<file path="src/rtl/shift_reg_cnt_pkg.sv">
// Shared mode encoding for the shift register with shift counter.
package shift_reg_pkg;

   typedef enum logic [1:0] {
      MODE_HOLD = 2'b00,
      MODE_LOAD = 2'b01,
      MODE_SHL  = 2'b10,
      MODE_SHR  = 2'b11
   } mode_t;

   function automatic logic is_shift(input mode_t m);
      return (m == MODE_SHL) || (m == MODE_SHR);
   endfunction

endpackage

</file>
<file path="src/rtl/shift_reg_cnt_if.sv">
// Control/data bundle between a driver (master) and shift_reg_cnt (slave).
interface shift_reg_cnt_if
   import shift_reg_pkg::*;
#(
   parameter int WIDTH      = 8,
   parameter int MAX_SHIFTS = WIDTH
);
   localparam int CNT_W = $clog2(MAX_SHIFTS + 1);

   logic             clear;
   mode_t            mode;
   logic [WIDTH-1:0] data_in;
   logic             serial_in;
   logic [WIDTH-1:0] data_out;
   logic             serial_out;
   logic [CNT_W-1:0] shift_cnt;
   logic             done;

   modport master (
      output clear, mode, data_in, serial_in,
      input  data_out, serial_out, shift_cnt, done
   );

   modport slave (
      input  clear, mode, data_in, serial_in,
      output data_out, serial_out, shift_cnt, done
   );
endinterface

</file>
<file path="src/rtl/shift_reg_cnt_sat_counter.sv">
// Up-counter that saturates at MAX; reset has priority over clr, clr over inc.
module sat_counter #(
   parameter int MAX = 8,
   parameter int W   = $clog2(MAX + 1)
) (
   input  logic         clk,
   input  logic         reset,
   input  logic         clr,
   input  logic         inc,
   output logic [W-1:0] cnt
);
   localparam logic [W-1:0] MAX_C = W'(MAX);

   always_ff @(posedge clk) begin
      if (reset || clr) begin
         cnt <= '0;
      end else if (inc && (cnt != MAX_C)) begin
         cnt <= cnt + 1'b1;
      end
   end
endmodule

</file>
<file path="src/rtl/shift_reg_cnt.sv">
// Loadable bidirectional shift register with saturating shift counter.
// Counter and done exist only when SHIFT_REG_CNT_EN is defined; otherwise they read 0.
module shift_reg_cnt
   import shift_reg_pkg::*;
#(
   parameter int               WIDTH      = 8,
   parameter logic [WIDTH-1:0] RST_VAL    = '0,
   parameter int               MAX_SHIFTS = WIDTH
) (
   input logic            clk,
   input logic            reset,
   shift_reg_cnt_if.slave bus
);
   localparam int CNT_W = $clog2(MAX_SHIFTS + 1);

   logic [WIDTH-1:0] data_q;

   always_ff @(posedge clk) begin
      if (reset || bus.clear) begin
         data_q <= RST_VAL;
      end else begin
         case (bus.mode)
            MODE_LOAD: data_q <= bus.data_in;
            MODE_SHL:  data_q <= {data_q[WIDTH-2:0], bus.serial_in};
            MODE_SHR:  data_q <= {bus.serial_in, data_q[WIDTH-1:1]};
            default:   data_q <= data_q;
         endcase
      end
   end

   assign bus.data_out   = data_q;
   // The bit that would leave on a left shift is the MSB; every other mode exposes the LSB.
   assign bus.serial_out = (bus.mode == MODE_SHL) ? data_q[WIDTH-1] : data_q[0];

`ifdef SHIFT_REG_CNT_EN
   logic [CNT_W-1:0] cnt;

   // A load restarts the count just like clear does.
   sat_counter #(
      .MAX (MAX_SHIFTS),
      .W   (CNT_W)
   ) u_cnt (
      .clk   (clk),
      .reset (reset),
      .clr   (bus.clear || (bus.mode == MODE_LOAD)),
      .inc   (is_shift(bus.mode)),
      .cnt   (cnt)
   );

   assign bus.shift_cnt = cnt;
   assign bus.done      = (cnt == CNT_W'(MAX_SHIFTS));
`else
   assign bus.shift_cnt = '0;
   assign bus.done      = 1'b0;
`endif

endmodule
</file>
<file path="src/flat_wrapper.sv">
// flat-port wrapper written by rule: the top's interface ports become plain ports
module shift_reg_cnt_flat import shift_reg_pkg::*;
#(
   parameter int               WIDTH      = 8,
   parameter logic [WIDTH-1:0] RST_VAL    = '0,
   parameter int               MAX_SHIFTS = WIDTH
)
  (clk, reset, bus_clear, bus_mode, bus_data_in, bus_serial_in, bus_data_out, bus_serial_out, bus_shift_cnt, bus_done);
  shift_reg_cnt_if #(.WIDTH(WIDTH), .MAX_SHIFTS(MAX_SHIFTS)) bus_i ();
  input logic clk;
  input logic reset;
  input wire logic [$bits(bus_i.clear)-1:0] bus_clear;
  input wire logic [$bits(bus_i.mode)-1:0] bus_mode;
  input wire logic [$bits(bus_i.data_in)-1:0] bus_data_in;
  input wire logic [$bits(bus_i.serial_in)-1:0] bus_serial_in;
  output wire logic [$bits(bus_i.data_out)-1:0] bus_data_out;
  output wire logic [$bits(bus_i.serial_out)-1:0] bus_serial_out;
  output wire logic [$bits(bus_i.shift_cnt)-1:0] bus_shift_cnt;
  output wire logic [$bits(bus_i.done)-1:0] bus_done;
  assign bus_i.clear = bus_clear;
  assign bus_i.mode = bus_mode;
  assign bus_i.data_in = bus_data_in;
  assign bus_i.serial_in = bus_serial_in;
  assign bus_data_out = bus_i.data_out;
  assign bus_serial_out = bus_i.serial_out;
  assign bus_shift_cnt = bus_i.shift_cnt;
  assign bus_done = bus_i.done;
  shift_reg_cnt #(.WIDTH(WIDTH), .RST_VAL(RST_VAL), .MAX_SHIFTS(MAX_SHIFTS)) u_core (.clk(clk), .reset(reset), .bus(bus_i));
endmodule
</file>
<file path="config.mk">
export PLATFORM = sky130hd
export DESIGN_NAME = shift_reg_cnt_flat
export DESIGN_NICKNAME = d
export VERILOG_FILES = /design/src/rtl/shift_reg_cnt_pkg.sv /design/src/rtl/shift_reg_cnt_if.sv /design/src/rtl/shift_reg_cnt_sat_counter.sv /design/src/rtl/shift_reg_cnt.sv /design/src/flat_wrapper.sv
export SDC_FILE = /design/constraint.sdc
export NUM_CORES = 1
export LEC_CHECK = 0
export ABC_AREA = 1
export BUFFER_PORTS_ARGS = -buffer_cell sky130_fd_sc_hd__buf_2
export CAP_MARGIN = 10
export CORE_AREA = 2 2 39 41
export CTS_CLUSTER_SIZE = 30
export DETAILED_ROUTE_END_ITERATION = 16
export DIE_AREA = 0 0 41 43
export GPL_TIMING_DRIVEN = 0
export PLACE_DENSITY_LB_ADDON = 0.3
export SYNTH_ARGS = -nofsm -noshare
export SYNTH_HDL_FRONTEND = slang
export SYNTH_SLANG_ARGS = --single-unit
</file>
<file path="constraint.sdc">
create_clock -name clk -period 1.42 [get_ports clk]
set_input_delay 0 -clock clk [delete_from_list [all_inputs] [get_ports clk]]
set_output_delay 0 -clock clk [all_outputs]
set_load 0.02 [all_outputs]
</file>
==> Word level (Yosys, flattened, before mapping) <==
Index checks and enable logic that the tools add are counted.
{ "word_totals": {"ram_bits": 0, "input_bits": 14, "regBits": 8, "output_inout_bits": 14, "latchBits": 0, "mem_count": 0, "romBits": 0} }
{ "classes": {"reduce_logical": 2, "n_lt_le_gt_ge": 0, "bitwise_logic": 0, "n_eq_ne": 3, "n_mul": 0, "div": 0, "add_sub_neg": 0, "n_mux": 2, "shifts": 0} }
{ "op_table": {"columns": ["op", "n"], "rows": [
  ["one-hot mux 8 bit (3 select lines)", 1],
  ["== test 2 bit, second input constant", 2],
  ["nonzero test 3 bit", 1],
  ["== test 2 x 1 -> 1 bit, second input constant", 1],
  ["logical OR 1 bit", 1],
  ["two-way mux 1 bit", 1]
]} }

==> Logic depth before layout (Yosys ltp) <==
Gate-level depths: netlist of run 1.
{ "depth": {"ltp_word": 2, "ltp_mapped": 6, "ltp_nobuf": 5} }

==> Worst setup path before layout of run 1 <==
OpenSTA, ideal clock, no wires.
{ "synth_path": {"path_type": "register -> output", "startpoint": "register u_core.data_q[7] (netlist: u_core.bus.data_out[7])", "endpoint": "output bus_serial_out", "arrival_ps": 873, "path_stages_with_launch": 3, "path_slack_ps": 547, "cell_sequence": "dfxtp_1 -> nor2_1 -> a21oi_1"} }
{ "synth_via": {"elab_chain_len": 1} }
{ "synth_lines": {"columns": ["item", "line_no", "rtl"], "rows": [
  ["start, declared", "shift_reg_cnt.sv:16", "logic [WIDTH-1:0] data_q;"],
  ["start signal, assigned", "shift_reg_cnt.sv:23", "MODE_LOAD: data_q <= bus.data_in;"],
  ["start signal, assigned", "shift_reg_cnt.sv:24", "MODE_SHL: data_q <= {data_q[WIDTH-2:0], bus.serial_in};"],
  ["start signal, assigned", "shift_reg_cnt.sv:25", "MODE_SHR: data_q <= {bus.serial_in, data_q[WIDTH-1:1]};"],
  ["two-way mux 1 bit", "shift_reg_cnt.sv:33", "assign bus.serial_out = (bus.mode == MODE_SHL) ? data_q[WIDTH-1] : data_q[0];"],
  ["end, declared", "flat_wrapper.sv:17", "output wire logic [$bits(bus_i.serial_out)-1:0] bus_serial_out;"]
]} }
Every way passes these cells.

==> Worst setup path in the final report of run 1 <==
Same ends and word-level chain as after synthesis.

==> results of run 1 <==
-- per-stage QoR --
stage	util	setup WS [ns]	cells	instance area [µm²]	hold slack (ns)
after global placement	0.499	0.617	129	691	0.311
final	0.515	0.435	132	713	0.0503
after global routing	0.515	0.311	132	713	0.0849
after CTS	0.515	0.440	132	713	0.0506
after floorplan	-	0.547	93	571	0.216
after detailed placement	0.499	0.620	129	691	0.311
-- path summary, 6_finish.rpt --
check | endpoint | slack, ns | cells after the start
worst max register to register | u_core.bus.data_out[3] | 0.68 | 4
worst min register to register | u_core.bus.data_out[0] | 0.56 | 2
worst min-delay path | u_core.bus.data_out[1] | 0.05 | 5
worst max-delay path | bus_serial_out | 0.43 | 3
-- kinds of logic (layout without fill, tap and decap cells) --
group / after synthesis / in the layout / synth area share
other: 1 / 5 / 0.00675
AO/OA/AOI/OAI: 17 / 17 / 0.160
AND/OR/NAND/NOR: 44 / 44 / 0.329
flip-flops: 8 / 8 / 0.288
buffers and inverters: 19 / 42 / 0.216
-- cell usage in the layout, fill, tap and decap left out --
cell and n:
o21ai_0 8, buf_4 5, nand2_1 17, inv_2 1, inv_1 9, a21oi_1 8, nand3_1 8, dfxtp_1 8
a21oi_2 1, buf_6 4, clkbuf_4 3, conb_1 5, nand2_4 1, buf_2 20, nor2_1 18
-- cell type report --
class,instances,area share
Sequential cell,8,0.225
Clock buffer,3,0.0316
Tap cell,16,0.0281
Timing Repair Buffer,20,0.140
Inverter,10,0.0526
Buffer,9,0.116
Multi-Input combinational cell,66,0.407
-- worst register-to-register path: cells and delay by family, from the launching register on --
| kind | cells | cell delay (ns) |
|---|---|---|
| compound gates | 1 | 0.13 |
| flops | 1 | 0.36 |
| simple gates | 2 | 0.13 |
| buf+inv | 1 | 0.05 |
-- metal layers --
metal,up-vias,share of wire,track usage
li1,322,-,-
met1,243,0.49,0.211
met2,25,0.40,0.203
met3,5,0.097,0.0366
met4,0,0.021,0.0800
met5,-,0,0
-- where the power goes --
part / total [mW] / switching [mW] / leakage, nW / internal (mW)
Sequential: 0.244 / 0.00907 / 0.0654 / 0.235
Clock: 0.177 / 0.0801 / 0.0138 / 0.0969
Combinational: 0.154 / 0.0900 / 0.309 / 0.0639
==> impl_metrics.json, run 1 <==
{
  "clk_path_buf_depth": 2,
  "cp-start-kind": "flop",
  "period_share": 0.694,
  "yosys-top-cells-count": "18 x nor2_1, 17 x nand2_1, 9 x inv_1",
  "vias": 595,
  "critPathCaptureType": "output port",
  "die_h_um": 43,
  "rsz0062_at_grt": "false",
  "ios": 28,
  "worstPathArrival_ns": 0.99,
  "die_x_um": 41,
  "hold_class": "input port to flop",
  "setup_tns_ns": 0,
  "htree_levels": 1,
  "syn_inst": 89,
  "cts_root_buf": "clkbuf_4",
  "max-vdd-ir-drop_mv": 0.503,
  "grt_pass1_vias": 455,
  "synth.distinct_cells": 13,
  "clock-sinks": 8,
  "overflow": 0,
  "fin_crit_ns": 0.985,
  "syn_to_final_growth_pct": 28.4,
  "skew_ns": 0.00334,
  "std_cell_rows": 14,
  "drive_gt1_frac": 0.302,
  "cp_max_fo": 4,
  "final-seq-area_um2": 160,
  "yosys.area.top_type": "dfxtp_1",
  "insertion_delay_ns": 0.26,
  "antenna_left": 0,
  "antennaDiodeCount": 0,
  "vias_per_cell": 4.51,
  "cpPeakStageDelay_ns": 0.38,
  "synth_area_leaders": "dfxtp_1 29%, nor2_1 12%, nand2_1 11%, buf_6 8.1%, a21oi_1 7.2%",
  "grt_pass1_wl_um": 1840,
  "largest_reg_flops": 8,
  "antenna_found_initial": 0,
  "core_area_mm2": 0.00138,
  "cts_tree": "yes",
  "path_buf_inv": 1,
  "postCtsHoldBufs": 0,
  "p_leak_nw": 0.389,
  "drt_first_pass_iters": 4,
  "maxSlewViolCount": 0,
  "wl_per_cell_um": 9.21,
  "yosysTopAreaCellShare": 0.288,
  "setup_violations": 0,
  "status": "finished, final reports clean",
  "finalHoldViolations": 0,
  "crit_family": "flip-flops",
  "synthArstFlopShare": 0,
  "final_nets": 132,
  "postCtsSetupRepairBufs": 0,
  "fmax_mhz": 1010,
  "synth_most_common_cell": "nor2_1",
  "hold_path.startpoint": "bus_data_in[1]",
  "powerDensity_mw_per_mm2": 806,
  "gp_congestion": 0.764,
  "ys.flop_type": "dfxtp_1",
  "critPathSlowestCell": "dfxtp_1",
  "grt_max_degree": 11,
  "wl_um": 1220,
  "cp_cell_sequence": "nor2_1 > a21oi_1 > buf_2",
  "ys_ff_latch": 8,
  "worstSetupPathType": "flop to output port",
  "syn-cell-area_um2": 556,
  "ys_warn_count": 0,
  "dp_hpwl_um": 865,
  "cts_resized": 0,
  "synth-edff-count": 0,
  "maxCapViolCount": 0,
  "path_clk_slew_ns": 0.06,
  "syn_area_per_cell_um2": 6.24,
  "port_buffers": 20,
  "first_iter_violations": 7,
  "multiInputGateArea_um2": 290,
  "grt_usage": 0.150,
  "start_util": 0.401,
  "setup.worst_path.start": "u_core.bus.data_out[7]",
  "cp_data_required_time_ns": 1.42,
  "r2r_start": "u_core.bus.data_out[2]",
  "seq_area_frac_synth": 0.288,
  "die-area_mm2": 0.00176,
  "fillCellCount": 146,
  "post-route-drc-count": 0,
  "numCtsBuffers": 3,
  "power.total_mw": 0.575
}
Power figures use the tool's default switching activity.
==> run 2, diff against run 1 <==
==> constraint.sdc (replaced) <==
create_clock -name clk -period 1 [get_ports clk]
set_input_delay 0 -clock clk [delete_from_list [all_inputs] [get_ports clk]]
set_output_delay 0 -clock clk [all_outputs]
set_load 0.02 [all_outputs]
==> impl_metrics.json, run 2 (same netlist as run 1, synthesis figures left out) <==
{
  "critPathCaptureType": "output port",
  "postCtsSetupRepairBufs": 0,
  "die_x_um": 41,
  "grt_max_degree": 11,
  "gp_congestion": 0.764,
  "post-route-drc-count": 0,
  "worstSetupPathType": "flop to output port",
  "cp_max_fo": 4,
  "maxSlewViolCount": 0,
  "port_buffers": 20,
  "core_area_mm2": 0.00138,
  "maxCapViolCount": 0,
  "syn_to_final_growth_pct": 29.7,
  "antenna_found_initial": 0,
  "setup_tns_ns": 0,
  "setup_violations": 0,
  "die-area_mm2": 0.00176,
  "grt_pass1_vias": 455,
  "largest_reg_flops": 8,
  "hold_class": "input port to flop",
  "grt_pass1_wl_um": 1840,
  "die_h_um": 43,
  "rsz0062_at_grt": "false",
  "drt_first_pass_iters": 4,
  "final_util": 0.521,
  "numCtsBuffers": 3,
  "finalHoldViolations": 0,
  "ios": 28,
  "period_share": 0.950,
  "start_util": 0.401,
  "htree_levels": 1,
  "p_leak_nw": 0.390,
  "final_nets": 132,
  "skew_ns": 0.00225,
  "vias_per_cell": 4.65,
  "clock-sinks": 8,
  "clk_path_buf_depth": 2,
  "final_common_cell": "buf_2",
  "cts_root_buf": "clkbuf_4",
  "fmax_mhz": 1050,
  "pre_cts_ws_ns": 0.200,
  "cts_tree": "yes",
  "insertion_delay_ns": 0.26,
  "powerDensity_mw_per_mm2": 1140,
  "grt_usage": 0.150,
  "dp_hpwl_um": 865,
  "wl_per_cell_um": 9.36,
  "fin_crit_ns": 0.950,
  "worst_slack_ns": 0.0501,
  "drive_gt1_frac": 0.319,
  "std_cell_rows": 14,
  "cp-start-kind": "flop",
  "cp_data_required_time_ns": 1.00,
  "path_clk_slew_ns": 0.06,
  "first_iter_violations": 6,
  "worstPathArrival_ns": 0.95,
  "max-vdd-ir-drop_mv": 0.717,
  "vias": 614,
  "antennaDiodeCount": 0,
  "overflow": 0,
  "status": "finished, final reports clean",
  "wl_um": 1240,
  "final_cell_mix": "19 x buf_2, 18 x nor2_1, 17 x nand2_1, 9 x inv_1",
  "antenna_left": 0
}
-- run 2: changes by cell type in the layout (fill, tap and decap cells not counted) --
| cell | change |
|---|---|
| a21oi_1 | -1 |
| a21oi_2 | +1 |
| buf_2 | -1 |
| buf_4 | +1 |
| dfxtp_1 | -1 |
| dfxtp_2 | +1 |
-- run 2: power breakdown --
part | switching, mW | internal, mW
Combinational | 0.130 | 0.0935
Sequential | 0.0130 | 0.334
Clock | 0.115 | 0.138
Total | 0.258 | 0.566
-- run 2: final timing paths --
kind                            end  cells past startpoint  slack, ns              startpoint
max                  bus_serial_out                      3       0.05  u_core.bus.data_out[7]
min          u_core.bus.data_out[1]                      5       0.05          bus_data_in[1]
min reg2reg  u_core.bus.data_out[0]                      2       0.53  u_core.bus.data_out[0]
max reg2reg  u_core.bus.data_out[3]                      4       0.25  u_core.bus.data_out[2]
-- run 2: timing repair --
action / in CTS / in global routing
endpoints found under the setup margin: 0 / 1
resized for setup: 0 / 3
hold buffers: 0 / 0
-- run 2: worst max-delay path, cell delays in order (launching register included) --
cell and delay [ns]:
dfxtp_1 0.38, nor2_1 0.07, a21oi_2 0.10, buf_4 0.15
-- run 2: area by class of cell --
cell class / count / area, µm²
Buffer: 9 / 82.6
Clock buffer: 3 / 22.5
Fill cell: 149 / 663
Inverter: 10 / 37.5
Multi-Input combinational cell: 66 / 294
Sequential cell: 8 / 161
Tap cell: 16 / 20.0
Timing Repair Buffer: 20 / 103
-- run 2: routing by layer --
metal | part of all wire | GRT usage | vias up
met1 | 0.45 | 0.211 | 256
met5 | 0 | 0 | -
li1 | - | - | 325
met3 | 0.11 | 0.0366 | 6
met4 | 0.017 | 0.0800 | 0
met2 | 0.42 | 0.203 | 27
-- run 2: per-stage QoR --
stage | hold slack (ns) | instances | total power [mW] | cell area, µm²
6_report | 0.0493 | 132 | 0.823 | 721
5_1_grt | 0.0849 | 132 | 0.867 | 721
4_1_cts | 0.0506 | 132 | 0.819 | 713
3_5_place_dp | 0.311 | 129 | 0.571 | 691
3_3_place_gp | 0.311 | 129 | 0.570 | 691
2_1_floorplan | 0.216 | 93 | 0.513 | 571
==> run 3, diff against run 2 <==
==> constraint.sdc (replaced) <==
create_clock -name clk -period 1 [get_ports clk]
set_input_delay 0.2 -clock clk [delete_from_list [all_inputs] [get_ports clk]]
set_output_delay 0.2 -clock clk [all_outputs]
set_load 0.02 [all_outputs]
==> impl_metrics.json, run 3 (same netlist as run 1, synthesis figures left out) <==
{
  "status": "complete, but fails checks",
  "violations": "setup timing",
  "wl_per_cell_um": 9.20,
  "dp_hpwl_um": 918,
  "critPathSlowestCell": "dfxtp_2",
  "drive_gt1_frac": 0.410,
  "finalHoldViolations": 0,
  "final_cell_mix": "17 x nor2_1, 16 x nand2_1, 13 x buf_2, 12 x buf_4",
  "numCtsBuffers": 3,
  "design_area_um2": 761,
  "start_util": 0.401,
  "wl_um": 1220,
  "hold-path-cell-count": 5,
  "first_iter_violations": 11,
  "skew_ns": 0.000551,
  "period_share": 1.07,
  "worst_slack_ns": -0.0685,
  "maxCapViolCount": 0,
  "clock-sinks": 8,
  "cts_tree": "yes",
  "die-area_mm2": 0.00176,
  "antenna_found_initial": 0,
  "insertion_delay_ns": 0.25,
  "final_common_cell": "nor2_1",
  "worstSetupPathType": "flop to output port",
  "vias_per_cell": 4.58,
  "clk_path_buf_depth": 2,
  "final_nets": 133,
  "powerDensity_mw_per_mm2": 1090,
  "post-route-drc-count": 0,
  "grt_pass1_vias": 479,
  "grt_max_degree": 11,
  "largest_reg_flops": 8,
  "drt_first_pass_iters": 4,
  "postCtsHoldBufs": 0,
  "die_h_um": 43,
  "cpPeakStageDelay_ns": 0.34,
  "gp_congestion": 0.751,
  "worstPathArrival_ns": 0.87,
  "rsz0062_at_grt": "true",
  "antenna_left": 0,
  "die_x_um": 41,
  "placed_cell_area_um2": 697,
  "cp-start-kind": "flop",
  "r2r_start": "u_core.bus.data_out[7]",
  "ios": 28,
  "maxSlewViolCount": 0,
  "setup.worst_path.start": "u_core.bus.data_out[0]",
  "antennaDiodeCount": 0,
  "cp_max_fo": 3,
  "htree_levels": 1,
  "path_buf_inv": 2,
  "grt_usage": 0.164,
  "crit_family": "flip-flops",
  "fin_crit_ns": 1.07,
  "max-vdd-ir-drop_mv": 0.653,
  "grt_pass1_wl_um": 1980,
  "cp_data_required_time_ns": 0.80,
  "worstSetupPathDepth": 3,
  "critPathCaptureType": "output port",
  "port_buffers": 20,
  "fmax_mhz": 936,
  "setup_violations": 1,
  "overflow": 0,
  "cts_root_buf": "clkbuf_4",
  "path_clk_slew_ns": 0.05,
  "hold_path.startpoint": "bus_data_in[2]",
  "core_area_mm2": 0.00138,
  "fillCellCount": 151,
  "vias": 609,
  "worstRegToRegCells": 5,
  "p_leak_nw": 0.399,
  "syn_to_final_growth_pct": 36.9,
  "std_cell_rows": 14,
  "cp_cell_sequence": "inv_2 > a21oi_2 > buf_6",
  "hold_slack_ns": 0.260,
  "hold_class": "input port to flop"
}
-- run 3: cell count changes in the layout (fill, tap and decap cells not counted), sizes merged --
cell and delta:
buf +1
-- run 3: through the flow --
step                       util  total power [mW]  instances  worst slack, ns  TNS [ns]
after global routing      0.550             0.898        133           -0.125    -0.125
after floorplan               -             0.516         93           0.0106         0
final                     0.550             0.831        133          -0.0685   -0.0685
after global placement    0.504             0.573        129          -0.0289   -0.0289
after CTS                 0.538             0.837        133          -0.0847   -0.0847
after detailed placement  0.504             0.575        129          -0.0360   -0.0736
-- run 3: repair_timing --
action,4_1_cts,5_1_grt
endpoints found under the setup margin,6,7
resized for setup,9,9
buffers inserted,1,0
-- run 3: report_power, final --
group,internal [mW],switching (mW)
logic,0.105,0.132
clock network,0.137,0.107
registers,0.337,0.0134
total,0.579,0.252
-- run 3: path summary, 6_finish.rpt --
check                           slack, ns                      to
worst min-delay path                 0.26  u_core.bus.data_out[2]
worst min register to register       0.55  u_core.bus.data_out[0]
worst max-delay path                -0.07          bus_serial_out
worst max register to register       0.20  u_core.bus.data_out[6]
-- run 3: area by class of cell --
cell class	instances	area (µm²)	share of cell area
well taps	16	20.0	0.0263
clock buffers	3	22.5	0.0296
multi-input cells	66	299	0.393
flip-flops and latches	8	170	0.224
inverters	10	37.5	0.0493
plain buffers	9	82.6	0.109
repair buffers	21	129	0.169
-- run 3: per-layer routing --
metal  global-route usage  wire length, µm  vias up  share of wire
li1                     -                -      326              -
met1                0.230              556      256           0.45
met2                0.219              553       25           0.45
met3               0.0366              109        2          0.089
met4                0.100                5        0         0.0041
met5                    0                0        -              0
-- run 3: tightest hold or removal path, cell delays in order --
cell	delay (ns)
buf_2	0.07
nand2_1	0.04
nand2_1	0.06
nor2_1	0.04
nor2_1	0.07
